--- config.mk ---
export PLATFORM = sky130hd
export DESIGN_NAME = pwm_duty_sequencer
export DESIGN_NICKNAME = d
export VERILOG_FILES = /design/src/rtl/pwm_duty_sequencer.sv
export SDC_FILE = /design/constraint.sdc
export NUM_CORES = 1
export LEC_CHECK = 0
export BUFFER_PORTS_ARGS = -buffer_cell sky130_fd_sc_hd__buf_2
export CAP_MARGIN = 20
export CELL_PAD_IN_SITES_DETAIL_PLACEMENT = 1
export CELL_PAD_IN_SITES_GLOBAL_PLACEMENT = 1
export CORE_MARGIN = 2
export CORE_UTILIZATION = 45
export CTS_CLUSTER_DIAMETER = 60
export DETAILED_ROUTE_END_ITERATION = 10
export PLACE_DENSITY = 0.87
export REMOVE_ABC_BUFFERS = 1
export SLEW_MARGIN = 20
export SYNTH_ARGS = -nofsm -noshare
export SYNTH_HDL_FRONTEND = slang
export SYNTH_SLANG_ARGS = --single-unit
--- constraint.sdc ---
create_clock -name clk -period 3.6 [get_ports clk]
set_input_delay 0.18 -clock clk [delete_from_list [all_inputs] [get_ports clk]]
set_output_delay 0.18 -clock clk [all_outputs]
set_load 0.01 [all_outputs]
--- src/rtl/pwm_duty_sequencer.sv ---
// rtl/pwm_duty_sequencer.sv - turns absolute/manual duty requests into spaced pwm step strobes
// Optional SOFT_START_EN: ramp duty to 0 and back to INITIAL_DUTY after reset release.
module pwm_duty_sequencer #(
  parameter int MAX_DUTY     = 10,
  parameter int INITIAL_DUTY = 5,
  parameter int STEP_GAP     = 4,
  parameter int DW           = 4
) (
  input  logic          clk,
  input  logic          reset_n,
  input  logic          target_valid,
  output logic          target_ready,
  input  logic [DW-1:0] target_duty,
  input  logic          manual_inc,
  input  logic          manual_dec,
  output logic          increase_duty_out,
  output logic          decrease_duty_out,
  output logic [DW-1:0] duty_cur,
  output logic          busy,
  output logic          target_err
);

  localparam logic [DW-1:0] MAX_D    = DW'(MAX_DUTY);
  localparam logic [DW-1:0] INIT_D   = DW'(INITIAL_DUTY);
  localparam logic [DW-1:0] ONE      = DW'(1);
  localparam logic [7:0]    GAP_LOAD = 8'(STEP_GAP - 2);

  typedef enum logic [1:0] {IDLE, STEP, GAP} state_t;

  state_t        state, state_n;
  logic [DW-1:0] target_q, target_n, duty_n;
  logic [7:0]    gap_cnt, gap_n;
  logic          inc_n, dec_n, err_n, go_step;
`ifdef SOFT_START_EN
  logic          ramp_up, ramp_up_n;
`endif

  always_comb begin
    state_n  = state;
    target_n = target_q;
    duty_n   = duty_cur;
    gap_n    = gap_cnt;
    inc_n    = 1'b0;
    dec_n    = 1'b0;
    err_n    = 1'b0;
    go_step  = 1'b0;
`ifdef SOFT_START_EN
    ramp_up_n = ramp_up;
`endif
    case (state)
      IDLE: begin
        if (target_valid && target_ready) begin
          err_n    = (target_duty > MAX_D);
          target_n = err_n ? MAX_D : target_duty;
          go_step  = (target_n != duty_cur);
        end else if (manual_inc && !manual_dec && duty_cur < MAX_D) begin
          target_n = duty_cur + ONE;
          go_step  = 1'b1;
        end else if (manual_dec && !manual_inc && duty_cur != '0) begin
          target_n = duty_cur - ONE;
          go_step  = 1'b1;
        end
      end
      STEP: begin
        if (duty_cur == target_q) begin
`ifdef SOFT_START_EN
          // Bottom of the soft-start descent: retarget to the initial duty and keep going.
          if (ramp_up && target_q != INIT_D) begin
            target_n  = INIT_D;
            ramp_up_n = 1'b0;
            state_n   = GAP;
            gap_n     = GAP_LOAD;
          end else begin
            state_n = IDLE;
          end
`else
          state_n = IDLE;
`endif
        end else begin
          state_n = GAP;
          gap_n   = GAP_LOAD;
        end
      end
      GAP: begin
        if (gap_cnt == 8'd0) begin
          if (target_q != duty_cur) go_step = 1'b1;
          else                      state_n = IDLE;
        end else begin
          gap_n = gap_cnt - 8'd1;
        end
      end
      default: state_n = IDLE;
    endcase

    // Strobe and shadow update are registered together so they appear in the STEP cycle.
    if (go_step) begin
      state_n = STEP;
      if (duty_cur < target_n) begin
        inc_n  = 1'b1;
        duty_n = duty_cur + ONE;
      end else begin
        dec_n  = 1'b1;
        duty_n = duty_cur - ONE;
      end
    end
  end

  always_ff @(posedge clk or negedge reset_n) begin
    if (!reset_n) begin
      duty_cur          <= INIT_D;
      gap_cnt           <= 8'd0;
      increase_duty_out <= 1'b0;
      decrease_duty_out <= 1'b0;
      target_err        <= 1'b0;
`ifdef SOFT_START_EN
      state             <= GAP;
      target_q          <= '0;
      ramp_up           <= 1'b1;
      busy              <= 1'b1;
      target_ready      <= 1'b0;
`else
      state             <= IDLE;
      target_q          <= INIT_D;
      busy              <= 1'b0;
      target_ready      <= 1'b1;
`endif
    end else begin
      state             <= state_n;
      target_q          <= target_n;
      duty_cur          <= duty_n;
      gap_cnt           <= gap_n;
      increase_duty_out <= inc_n;
      decrease_duty_out <= dec_n;
      target_err        <= err_n;
      busy              <= (state_n != IDLE);
      target_ready      <= (state_n == IDLE);
`ifdef SOFT_START_EN
      ramp_up           <= ramp_up_n;
`endif
    end
  end

endmodule

### Word level (Yosys, flattened, before mapping)

Index checks and enable logic that the tools add are counted.

* add/sub/neg operators: 3
* $mul: 0
* div/mod/pow operators: 0
* order comparisons: 3
* equal/unequal tests: 7
* shifts and indexed selects: 0
* mux-type cells: 26
* bitwise logic cells: 0
* reduce and logical (&&, ||, !) cells: 14

Operator list (count)
* 4-bit 2-to-1 mux: 6
* 8-bit 2-to-1 mux: 2
* 8-bit case mux with 2 select lines: 1
* 1-bit 2-to-1 mux: 11
* 8-bit logical NOT: 1
* 2-bit 2-to-1 mux: 4
* 4-bit inequality test: 2
* 8-bit by 1-bit subtractor with 8-bit output (second input constant): 1
* 2-bit case mux with 3 select lines: 1
* 1-bit logical AND: 5
* 4-bit by 1-bit adder with 4-bit output (second input constant): 1
* 4-bit equality test: 1
* 4-bit greater-than comparator (second input constant): 1
* 2-bit logical NOT: 2
* 4-bit < comparator: 1
* 4-bit < comparator (second input constant): 1
* 2-bit inequality test (second input constant): 2
* 2-bit nonzero test: 2
* 4-bit nonzero test: 1
* 4-bit by 1-bit subtractor with 4-bit output (second input constant): 1
* 3-bit AND reduction: 1
* 2-bit by 1-bit equality test with 1-bit output (second input constant): 1
* 2-bit equality test (second input constant): 1
* 1-bit logical NOT: 2
* 1-bit case mux with 2 select lines: 1

* register bits: 23
* bits in latches: 0
* RAM bits: 0
* ROM bits: 0
* output and inout bits: 9
* logic and storage cells: 62
* memories kept: 0

### Logic depth before layout (Yosys ltp)

Gate-level depths: netlist (run 1).

* depth in word-level cells: 10
* mapped depth: 16

### Least setup slack after synthesis (run 1)

OpenSTA, ideal clock, no wires.

* kind: register to register
* from: reg duty_cur[0]
* to: reg duty_cur[2]
* library setup time: 0.086 ns
* arrival: 3.184 ns
* slack: 0.330 ns
* stages on the path, launching flop included: 17
* path buffers: 2
* cell sequence: dfstp_2 buf_2 inv_1 ha_1 o22a_1 o221ai_1 o22ai_1 a21oi_1 a21o_1 ha_1 a21o_1 a21oi_1 o21ai_0 or2_1 buf_6 nor4bb_1 a2111o_1

* word-level cells in the longest chain between the ends: 8
* elaborated cells on any way between the ends: 20
* those cells by class: add/sub: 2; order compare: 2; eq/ne: 2; mux: 11; reduce/logical: 3

RTL lines
* from (decl): RTL line 18 `output logic [DW-1:0] duty_cur,`
* from (signal assigned): RTL line 130 `duty_cur <= duty_n;`
* branches (longest 8 deep; another with 4-bit by 1-bit subtractor with 4-bit output)

Several ways; the timed one is not identified.
A chain may end at the register's enable or synchronous reset.

### Final worst setup path (run 1)

Same ends and word-level chain as after synthesis.

==> impl_metrics.env, run 1 <==
export IMPL_cts_tree="yes"
export IMPL_final_cell_mix="dfrtp_1 (18), buf_2 (17), nor2_1 (16)"
export IMPL_vias=1352
export IMPL_initialDrtViolationCount=60
export IMPL_cts_path_max_buffers=2
export IMPL_diodes=0
export IMPL_final_common_cell="dfrtp_1"
export IMPL_grt_max_degree=24
export IMPL_tightest_slew_ps=548
export IMPL_clk_latency_ps=320
export IMPL_yosysTopAreaCellShare=0.280
export IMPL_fin_skew_ps=11.0
export IMPL_seqPwrFrac=0.305
export IMPL_ff_latch_area_um2=582
export IMPL_slew_headroom=0.635
export IMPL_first_pass_iters=4
export IMPL_setup_viol=0
export IMPL_crit_arrival_ps=3780
export IMPL_port_buffers=17
export IMPL_p_switching_w=0.000826
export IMPL_final_layout_size_suffix_gt1_frac=0.228
export IMPL_min_period_ps=3530
export IMPL_ant_nets=0
export IMPL_layout_nets=206
export IMPL_report_final_slew_viol_count=0
export IMPL_hold_class="in2reg"
export IMPL_htreeDepth=1
export IMPL_cts_buffers=3
export IMPL_fillers=390
export IMPL_core_um2=3390
export IMPL_grt_pass1_wl_um=6760
export IMPL_synth_seq_cells=23
export IMPL_wire_per_inst_um=17.3
export IMPL_critical_path_class="reg2reg"
export IMPL_dieHeight_um=63.8
export IMPL_antenna_found_initial=0
export IMPL_placed_cells=230
export IMPL_vias_per_cell=5.75
export IMPL_peakVddDrop_v=0.000439
export IMPL_synth_area_um2=1610
export IMPL_final_hold_viol_count=0
export IMPL_power_share_clock=0.070
export IMPL_sw_frac_of_total=0.478
export IMPL_grt_overflow=0
export IMPL_ys_seq_area_frac=0.361
export IMPL_synth_edf_count=0
export IMPL_instances_no_fill=235
export IMPL_layout_setup_ws_ps=65.6
export IMPL_p_int_w=0.000900
export IMPL_fin_crit_sh=0.982
export IMPL_crit_path_start_kind="flip-flop"
export IMPL_place_congestion=0.853
export IMPL_worst_setup_path_end_kind="flip-flop"
export IMPL_yosys_area_top_type="dfrtp_1"
export IMPL_synthTopCellsByArea="dfrtp_1 (28%), dfstp_2 (8.2%), ha_1 (5.4%)"
export IMPL_ys_warn_count=0
export IMPL_tns_ps=0
export IMPL_cts_root_buffer="clkbuf_4"
export IMPL_drc_errors=0
export IMPL_drt_total_wl_um=4080
export IMPL_clk_transition_reported_paths_ps=130
export IMPL_status="finished clean"
export IMPL_die_area_um2=4080
export IMPL_start_util=0.475
export IMPL_p_comb_frac=0.625
export IMPL_num_io_pins=18
export IMPL_first_global_vias=1477
export IMPL_async_flop_share=1.00
export IMPL_post_cts_buffers=0
export IMPL_powerDensity_nw_per_um2=973
export IMPL_maxCapViolations=0
export IMPL_die_width_um=63.8
export IMPL_max_clock_freq_ghz=0.283
export IMPL_multi_input_area_um2=958
export IMPL_synthDistinctLibCells=59
export IMPL_grt_total_usage=0.210
export IMPL_num_rows=21
export IMPL_syn_inst=170
export IMPL_cts_sinks=23
export IMPL_synth_ff_type="dfrtp_1"
export IMPL_place_hpwl_um=3180
export IMPL_synth_area_per_cell_um2=9.48
export IMPL_syn2layout_area_growth_pct=10.0
export IMPL_crit_required_ps=3840
export IMPL_dpl_worst_slack_ps=110
export IMPL_p_leak_nw=0.788
export IMPL_worstPathMaxFanout=6
## power by group through the flow
stage,registers (W),clock network (W),logic [W]
finish,0.000527,0.000121,0.00108
CTS,0.000524,0.000128,0.00104
global route,0.000547,0.000137,0.00119
detailed placement,0.000530,0,0.00104
floorplan,0.000540,0,0.000720
global placement,0.000520,0,0.000964
## logic make-up after synthesis
group,after synthesis,synth area share
AOI/OAI and AO/OA,47,0.226
xor gates and xnor gates,13,0.0707
adders and majority gates,7,0.0543
buffers and inverters,14,0.0497
DFF,23,0.361
muxes,2,0.0132
and+or+nand+nor,64,0.225
## area by class of cell
type,instances,area share
clock buffer,3,0.0127
sequential,23,0.328
timing repair buffer,21,0.0663
multi-input combinational,133,0.541
inverter,8,0.0169
tap,46,0.0325
clock inverter,1,0.00282
## through the flow
stage	area, µm²	utilization	hold WS [ps]	power (W)
after floorplan	1560	-	-116	0.00126
after global placement	1730	0.509	179	0.00148
after detailed placement	1730	0.509	182	0.00157
after CTS	1760	0.520	125	0.00170
after global routing	1770	0.523	139	0.00187
final	1770	0.523	124	0.00173
## state kept, by name, summed over array words and instances (netlist names)
| name | count |
|---|---|
| busy | 1 |
| decrease_duty_out | 1 |
| duty_cur | 4 |
| gap_cnt | 8 |
| increase_duty_out | 1 |
| state | 2 |
| target_err | 1 |
| target_q | 4 |
| target_ready | 1 |
## repair_timing
item / 4_1_cts / 5_1_grt
endpoints found under the hold margin: 18 / 0
hold buffers: 1 / 0
gates resized for setup: 0 / 3
setup endpoints to repair: 0 / 1
## Yosys cell counts (2+ instances only)
cell type and n:
nor2_1 16, nand3_1 3, nand2_1 15, nand2b_1 3, nand3b_1 2, a21o_1 2, xnor2_1 5, ha_1 7
nor4bb_1 2, inv_1 8, dfstp_2 5, nor2b_1 4, a21oi_1 14, buf_6 3, nor4_1 2, and2_1 2
o22ai_1 2, o21a_1 2, xor2_1 8, o21ai_0 6, a31oi_1 2, nor3_1 3, dfrtp_1 18
## path summary, 6_finish.rpt
check                                         from                      end  slack, ps  depth (start not counted)
min in group asynchronous                  reset_n   gap_cnt[3]$_DFFE_PN0P_        350                          2
min                                 target_duty[3]     target_err$_DFF_PN0_        120                          3
min reg2reg                  target_q[3]$_DFF_PN0_    target_q[3]$_DFF_PN0_        550                          1
max reg2reg                duty_cur[0]$_DFFE_PN1P_  duty_cur[2]$_DFFE_PN1P_         70                         14
max                        duty_cur[0]$_DFFE_PN1P_  duty_cur[2]$_DFFE_PN1P_         70                         14
max in group asynchronous                  reset_n    target_q[2]$_DFF_PN1_       2880                          2
## critical path, cell delays in order, from the launching register on
cell and delay (ps):
dfstp_2 570, inv_1 80, ha_1 290, o22a_1 190
o221ai_1 230, o22ai_1 120, a21oi_1 220, a21o_1 150
ha_1 230, a21o_1 170, a21oi_1 170, o21ai_0 200
or2_4 310, nor4bb_1 160, a2111o_1 370
## per-layer routing
metal  vias up  global-route usage  share of wire  wire length, µm
met3        10              0.0352          0.027              110
met1       667               0.243           0.42             1700
met4         0              0.0951          0.018               74
met2        31               0.376           0.54             2190
met5         -                   0              0                0
li1        644                   -              -                -
No activity file was read; power rests on OpenSTA's default activity.
==> run 2, diff against run 1 <==
- PLACE_DENSITY: 0.87 -> not set
- PLACE_DENSITY_LB_ADDON: not set -> 0.1
==> run 2 against run 1 <==
Fmax up 6.7%. Die area unchanged. Cell count up 0.43%. Combinational power is essentially flat. Worst hold slack better by 6.6 ps. Clock skew is 7.9 ps lower. Via count is 2.4% lower. Clock-buffer cell count stayed put. Routed wire length shrank 7.5%. First-iteration DRC count is 35% lower. Flip-flop and latch count is the same. Final area increased by 0.99%. Critical path type unchanged.
==> impl_metrics.env, run 2 (same netlist as run 1, synthesis figures left out) <==
export IMPL_status="finished clean"
export IMPL_initialDrtViolationCount=39
export IMPL_fin_crit_sh=0.920
export IMPL_cts_root_buffer="clkbuf_4"
export IMPL_slowest_delay_ps=580
export IMPL_largest_reg_flops=8
export IMPL_grt_setup_unrepaired="false"
export IMPL_drt_total_wl_um=3770
export IMPL_tns_ps=0
export IMPL_worst_setup_path_end_kind="flip-flop"
export IMPL_vias_per_cell=5.59
export IMPL_wire_per_inst_um=16.0
export IMPL_grt_pass1_wl_um=6620
export IMPL_p_leak_nw=0.791
export IMPL_num_io_pins=18
export IMPL_cp_startpoint="duty_cur[0]$_DFFE_PN1P_"
export IMPL_grt_total_usage=0.203
export IMPL_hold_class="in2reg"
export IMPL_layout_nets=207
export IMPL_reg_largest_list="gap_cnt: 8 flops, duty_cur: 4 flops, target_q: 4 flops"
export IMPL_p_int_w=0.000910
export IMPL_sw_frac_of_total=0.467
export IMPL_dpl_instance_area_um2=1730
export IMPL_top_register="gap_cnt"
export IMPL_htreeDepth=1
export IMPL_grt_overflow=0
export IMPL_cts_sinks=23
export IMPL_min_period_ps=3310
export IMPL_fin_skew_ps=3.09
export IMPL_core_um2=3390
export IMPL_peakVddDrop_v=0.000427
export IMPL_r2r_start="duty_cur[0]$_DFFE_PN1P_"
export IMPL_die_area_um2=4080
export IMPL_place_hpwl_um=2980
export IMPL_p_comb_frac=0.618
export IMPL_first_global_vias=1440
export IMPL_reg2reg_slack_ps=290
export IMPL_place_congestion=0.839
export IMPL_grt_max_degree=24
export IMPL_antenna_found_initial=0
export IMPL_holdWs_ps=131
export IMPL_worstPathMaxFanout=6
export IMPL_cts_path_max_buffers=2
export IMPL_report_final_slew_viol_count=0
export IMPL_ant_nets=0
export IMPL_num_rows=21
export IMPL_seqPwrFrac=0.307
export IMPL_p_switching_w=0.000798
export IMPL_fillers=398
export IMPL_final_common_cell="dfrtp_1"
export IMPL_cts_tree="yes"
export IMPL_powerDensity_nw_per_um2=954
export IMPL_syn2layout_area_growth_pct=11.1
export IMPL_setup_viol=0
export IMPL_crit_arrival_ps=3570
export IMPL_final_layout_size_suffix_gt1_frac=0.237
export IMPL_critical_path_class="reg2reg"
export IMPL_slew_headroom=0.648
export IMPL_crit_required_ps=3860
export IMPL_clk_latency_ps=310
export IMPL_tightest_slew_ps=527
export IMPL_vias=1319
export IMPL_final_hold_viol_count=0
export IMPL_dieHeight_um=63.8
export IMPL_clk_transition_reported_paths_ps=140
export IMPL_r2r_cells=14
export IMPL_crit_slowest_cell="dfstp_2"
export IMPL_die_width_um=63.8
export IMPL_port_buffers=17
export IMPL_crit_chain="inv_1, ha_1, o22a_1, o221ai_1, o22ai_1, a21oi_1, a21o_1, ha_1, a21o_1, a21oi_1, o21ai_0, or2_4, nor4bb_1, a2111o_1"
export IMPL_utilization=0.528
export IMPL_max_clock_freq_ghz=0.302
export IMPL_start_util=0.475
export IMPL_final_cell_area_um2=1790
export IMPL_final_cell_mix="dfrtp_1 (18), buf_2 (17), nor2_1 (16)"
export IMPL_power_share_clock=0.075
export IMPL_drc_errors=0
export IMPL_worstSetupEndpoint="duty_cur[2]$_DFFE_PN1P_"
export IMPL_reg2reg_to="duty_cur[2]$_DFFE_PN1P_"
export IMPL_diodes=0
export IMPL_crit_path_start_kind="flip-flop"
export IMPL_cts_buffers=3
export IMPL_first_pass_iters=4
export IMPL_maxCapViolations=0
## run 2: cell types whose count changed in the layout (fill, tap and decap cells not counted), sizes merged
cell and delta:
clkinv -1, clkinvlp +1, buf +1
## run 2: worst min path at each step
stage	slack, ps	cells after the start	end	start
6_report	130	3	target_err$_DFF_PN0_	target_duty[3]
5_1_grt	150	3	target_err$_DFF_PN0_	target_duty[3]
4_1_cts	120	3	target_err$_DFF_PN0_	target_duty[3]
3_5_place_dp	200	1	gap_cnt[6]$_DFFE_PN0P_	reset_n
3_3_place_gp	190	1	gap_cnt[6]$_DFFE_PN0P_	reset_n
2_1_floorplan	-120	0	busy$_DFF_PN0_	reset_n
## run 2: power by group through the flow
stage                     clock network [W]  registers (W)  logic [W]
after global routing               0.000144       0.000546    0.00118
after detailed placement                  0       0.000528    0.00103
final                              0.000128       0.000525    0.00105
after floorplan                           0       0.000540   0.000720
after CTS                          0.000134       0.000524    0.00104
after global placement                    0       0.000517   0.000991
## run 2: per-stage QoR
stage          cells  total power, W  worst slack, ps
3_3_place_gp     231         0.00151              205
3_5_place_dp     231         0.00156             98.0
6_report         236         0.00171              288
5_1_grt          236         0.00187             40.9
4_1_cts          236         0.00169             43.9
2_1_floorplan    164         0.00126              449
## run 2: worst max-delay path: cells and delay by family, from the launching register on
family / cells / cell delay, ps
simple gates: 2 / 440
flops: 1 / 580
fa+ha+maj: 2 / 490
buf+inv: 1 / 80
compound gates: 9 / 1650
## run 2: timing repair
| action | 4_1_cts | 5_1_grt |
|---|---|---|
| hold endpoints to repair | 18 | 0 |
| hold buffers | 1 | 0 |
| setup endpoints to repair | 0 | 2 |
| setup buffers | 0 | 0 |
| resized for setup | 0 | 4 |
## run 2: cell type report
cell class                      count  area [µm²]  share of cell area
Sequential cell                    23         582               0.325
Clock inverter                      1        7.51             0.00419
Tap cell                           46        57.6              0.0321
Clock buffer                        3        22.5              0.0126
Inverter                            8        30.0              0.0168
Timing Repair Buffer               22         125              0.0699
Multi-Input combinational cell    133         966               0.539
## run 2: layer usage
metal	GRT usage	wire [µm]	share of wire	vias up
met4	0.0462	41	0.011	0
met2	0.345	1850	0.49	20
li1	-	-	-	646
met5	0	0	0	-
met1	0.275	1770	0.47	649
met3	0.0246	120	0.032	4
==> run 3, diff against run 2 <==
- ABC_AREA: not set -> 1
- CORE_UTILIZATION: 45 -> 43
- CTS_CLUSTER_SIZE: not set -> 28
==> run 3 against run 2 <==
Combinational power fell by 19%. Worst hold slack improved by 85 ps. Critical path type unchanged. Clock power is 8% lower. Clock skew up 3.1 ps. Fmax rose by 22%. Synthesized area fell by 7.5%. Sequential share of layout area is 2.7 points higher.
==> impl_metrics.env, run 3 <==
export IMPL_status="finished clean"
export IMPL_fin_skew_ps=6.17
export IMPL_async_flop_share=1.00
export IMPL_place_congestion=0.917
export IMPL_powerDensity_nw_per_um2=885
export IMPL_synth_most_common_cell="nand2_1"
export IMPL_cp_top_family="simple AND/OR/NAND/NOR gates"
export IMPL_routed_top_layer="met4"
export IMPL_worstPathMaxFanout=8
export IMPL_place_hpwl_um=2820
export IMPL_synth_compound_area_frac=0.108
export IMPL_final_hold_viol_count=0
export IMPL_wl_met2_um=1720
export IMPL_antenna_found_initial=0
export IMPL_max_clock_freq_ghz=0.370
export IMPL_tightest_slew_ps=523
export IMPL_yosys_area_top_type="dfrtp_1"
export IMPL_worst_setup_path_end_kind="flip-flop"
export IMPL_cts_root_buffer="clkbuf_4"
export IMPL_report_final_slew_viol_count=0
export IMPL_reg_largest_list="gap_cnt: 8 flops, duty_cur: 4 flops, target_q: 4 flops"
export IMPL_grt_setup_unrepaired="false"
export IMPL_ys_warn_count=0
export IMPL_diodes=0
export IMPL_drt_total_wl_um=3470
export IMPL_final_common_cell="nand2_1"
export IMPL_min_path_cells=3
export IMPL_cts_hold_buf=1
export IMPL_wl_met3_um=99
export IMPL_utilization=0.496
export IMPL_r2r_start="duty_cur[0]$_DFFE_PN1P_"
export IMPL_maxCapViolations=0
export IMPL_port_buffers=17
export IMPL_slew_headroom=0.651
export IMPL_cts_tree="yes"
export IMPL_cts_resized=0
export IMPL_synth_top_family_by_area="simple AND/OR/NAND/NOR gates"
export IMPL_ys_top_cells_by_count="nand2_1 (28), inv_1 (27), dfrtp_1 (18)"
export IMPL_peakVddDrop_v=0.000416
export IMPL_holdWs_ps=216
export IMPL_vias_per_cell=5.08
export IMPL_min_period_ps=2710
export IMPL_hold_path_end="target_err$_DFF_PN0_"
export IMPL_drc_errors=0
export IMPL_synthTopCellsByArea="dfrtp_1 (30%), dfstp_2 (8.8%), nand2_1 (7.0%)"
export IMPL_clk_latency_ps=310
export IMPL_crit_arrival_ps=2910
export IMPL_first_pass_iters=5
export IMPL_die_area_um2=3960
export IMPL_post_cts_buffers=0
export IMPL_synth_simple_area_share=0.283
export IMPL_final_layout_size_suffix_gt1_frac=0.222
export IMPL_synthDistinctLibCells=32
export IMPL_grt_max_degree=24
export IMPL_placed_cells=244
export IMPL_grt_overflow=0
export IMPL_top_register="gap_cnt"
export IMPL_grt_total_usage=0.201
export IMPL_clk_transition_reported_paths_ps=130
export IMPL_synth_xor_area_share=0.0705
export IMPL_instances_no_fill=249
export IMPL_hold_class="in2reg"
export IMPL_dieHeight_um=62.9
export IMPL_cts_sinks=23
export IMPL_critical_path_class="reg2reg"
export IMPL_p_leak_nw=0.859
export IMPL_syn2layout_area_growth_pct=11.0
export IMPL_reg2reg_to="duty_cur[3]$_DFFE_PN0P_"
export IMPL_tns_ps=0
export IMPL_fin_crit_sh=0.752
export IMPL_synth_seq_cells=23
export IMPL_first_global_vias=1366
export IMPL_synth_ff_type="dfrtp_1"
export IMPL_finalPower_w=0.00147
export IMPL_ys_seq_area_frac=0.390
export IMPL_vias=1266
export IMPL_slowest_delay_ps=650
export IMPL_wire_per_inst_um=13.9
export IMPL_syn_inst=183
export IMPL_largest_reg_flops=8
export IMPL_crit_path_start_kind="flip-flop"
export IMPL_wl_met1_um=1620
export IMPL_yosysTopAreaCellShare=0.302
export IMPL_core_um2=3340
export IMPL_final_cell_mix="nand2_1 (28), inv_1 (27), dfrtp_1 (18)"
export IMPL_synth_edf_count=0
export IMPL_ant_nets=0
export IMPL_synthAdderAreaFrac=0.0587
export IMPL_initialDrtViolationCount=15
export IMPL_cts_buffers=3
export IMPL_crit_slowest_cell="dfstp_2"
export IMPL_start_util=0.447
export IMPL_setup_viol=0
export IMPL_die_width_um=62.9
export IMPL_num_rows=21
export IMPL_min_from="target_duty[3]"
export IMPL_reg2reg_slack_ps=890
export IMPL_crit_required_ps=3810
export IMPL_grt_pass1_wl_um=6420
export IMPL_htreeDepth=1
export IMPL_synth_area_um2=1490
export IMPL_synth_mux_area_frac=0
export IMPL_num_io_pins=18
export IMPL_crit_chain="inv_1, ha_1, nand3_2, nand2_2, nand2_4, o211ai_1, o211ai_1, and3_1, ha_1, a21oi_1, nand2_2, nand3_1, nand3_1"
export IMPL_layout_nets=220
export IMPL_r2r_cells=13
export IMPL_synth_area_per_cell_um2=8.15
export IMPL_crit_buf_inv=1
export IMPL_cts_path_max_buffers=2
## run 3: changes by cell type after synthesis, moves of 6 or more
cell / previous run / this run
nand2_1: 15 / 28
nand3_1: 3 / 14
nand4_1: 0 / 6
nand2_2: 0 / 7
inv_1: 8 / 27
## run 3: worst reg2reg max path: cells and delay by family (launching register included)
kind                     cells  cell delay [ps]
adder cells (fa/ha/maj)      2              490
AO/OA/AOI/OAI                3              570
flip-flops                   1              650
buffers and inverters        1              110
AND/OR/NAND/NOR              7              780
## run 3: power by group
group	internal [W]	switching (W)	leakage, nW
Combinational	0.000310	0.000542	0.565
Sequential	0.000380	0.000116	0.276
Clock	0.0000415	0.0000760	0.0177
Total	0.000732	0.000734	0.859
## run 3: how the worst max path moves through the flow
stage | start | end | slack, ps | cells after the start
finish | duty_cur[0]$_DFFE_PN1P_ | duty_cur[3]$_DFFE_PN0P_ | 890 | 13
global route | duty_cur[0]$_DFFE_PN1P_ | duty_cur[1]$_DFFE_PN0P_ | 620 | 13
CTS | duty_cur[0]$_DFFE_PN1P_ | duty_cur[3]$_DFFE_PN0P_ | 900 | 13
detailed placement | duty_cur[0]$_DFFE_PN1P_ | duty_cur[3]$_DFFE_PN0P_ | 920 | 13
global placement | duty_cur[0]$_DFFE_PN1P_ | duty_cur[1]$_DFFE_PN0P_ | 1010 | 13
floorplan | duty_cur[0]$_DFFE_PN1P_ | duty_cur[1]$_DFFE_PN0P_ | 1210 | 13
## run 3: cell families after synthesis
| family | Yosys count |
|---|---|
| XOR/XNOR | 12 |
| AND/OR/NAND/NOR | 79 |
| buffers and inverters | 33 |
| flip-flops | 23 |
| adder cells (fa/ha/maj) | 7 |
| AO/OA/AOI/OAI | 29 |
## run 3: layout make-up
class | count | area, µm²
clock buffers | 3 | 22.5
clock inverters | 1 | 5.00
fillers | 430 | 1680
inverters | 31 | 118
multi-input cells | 127 | 776
flip-flops and latches | 23 | 582
well taps | 46 | 57.6
repair buffers | 18 | 95.1
## run 3: per-layer routing
metal	vias up	track usage
met4	0	0.0417
met3	2	0.0342
met5	-	0
li1	633	-
met2	20	0.339
met1	611	0.272
## run 3: metrics by stage
stage	setup slack [ps]	cell area, µm²
floorplan	1210	1480
global placement	1010	1620
detailed placement	917	1620
CTS	900	1660
global route	616	1660
finish	894	1660
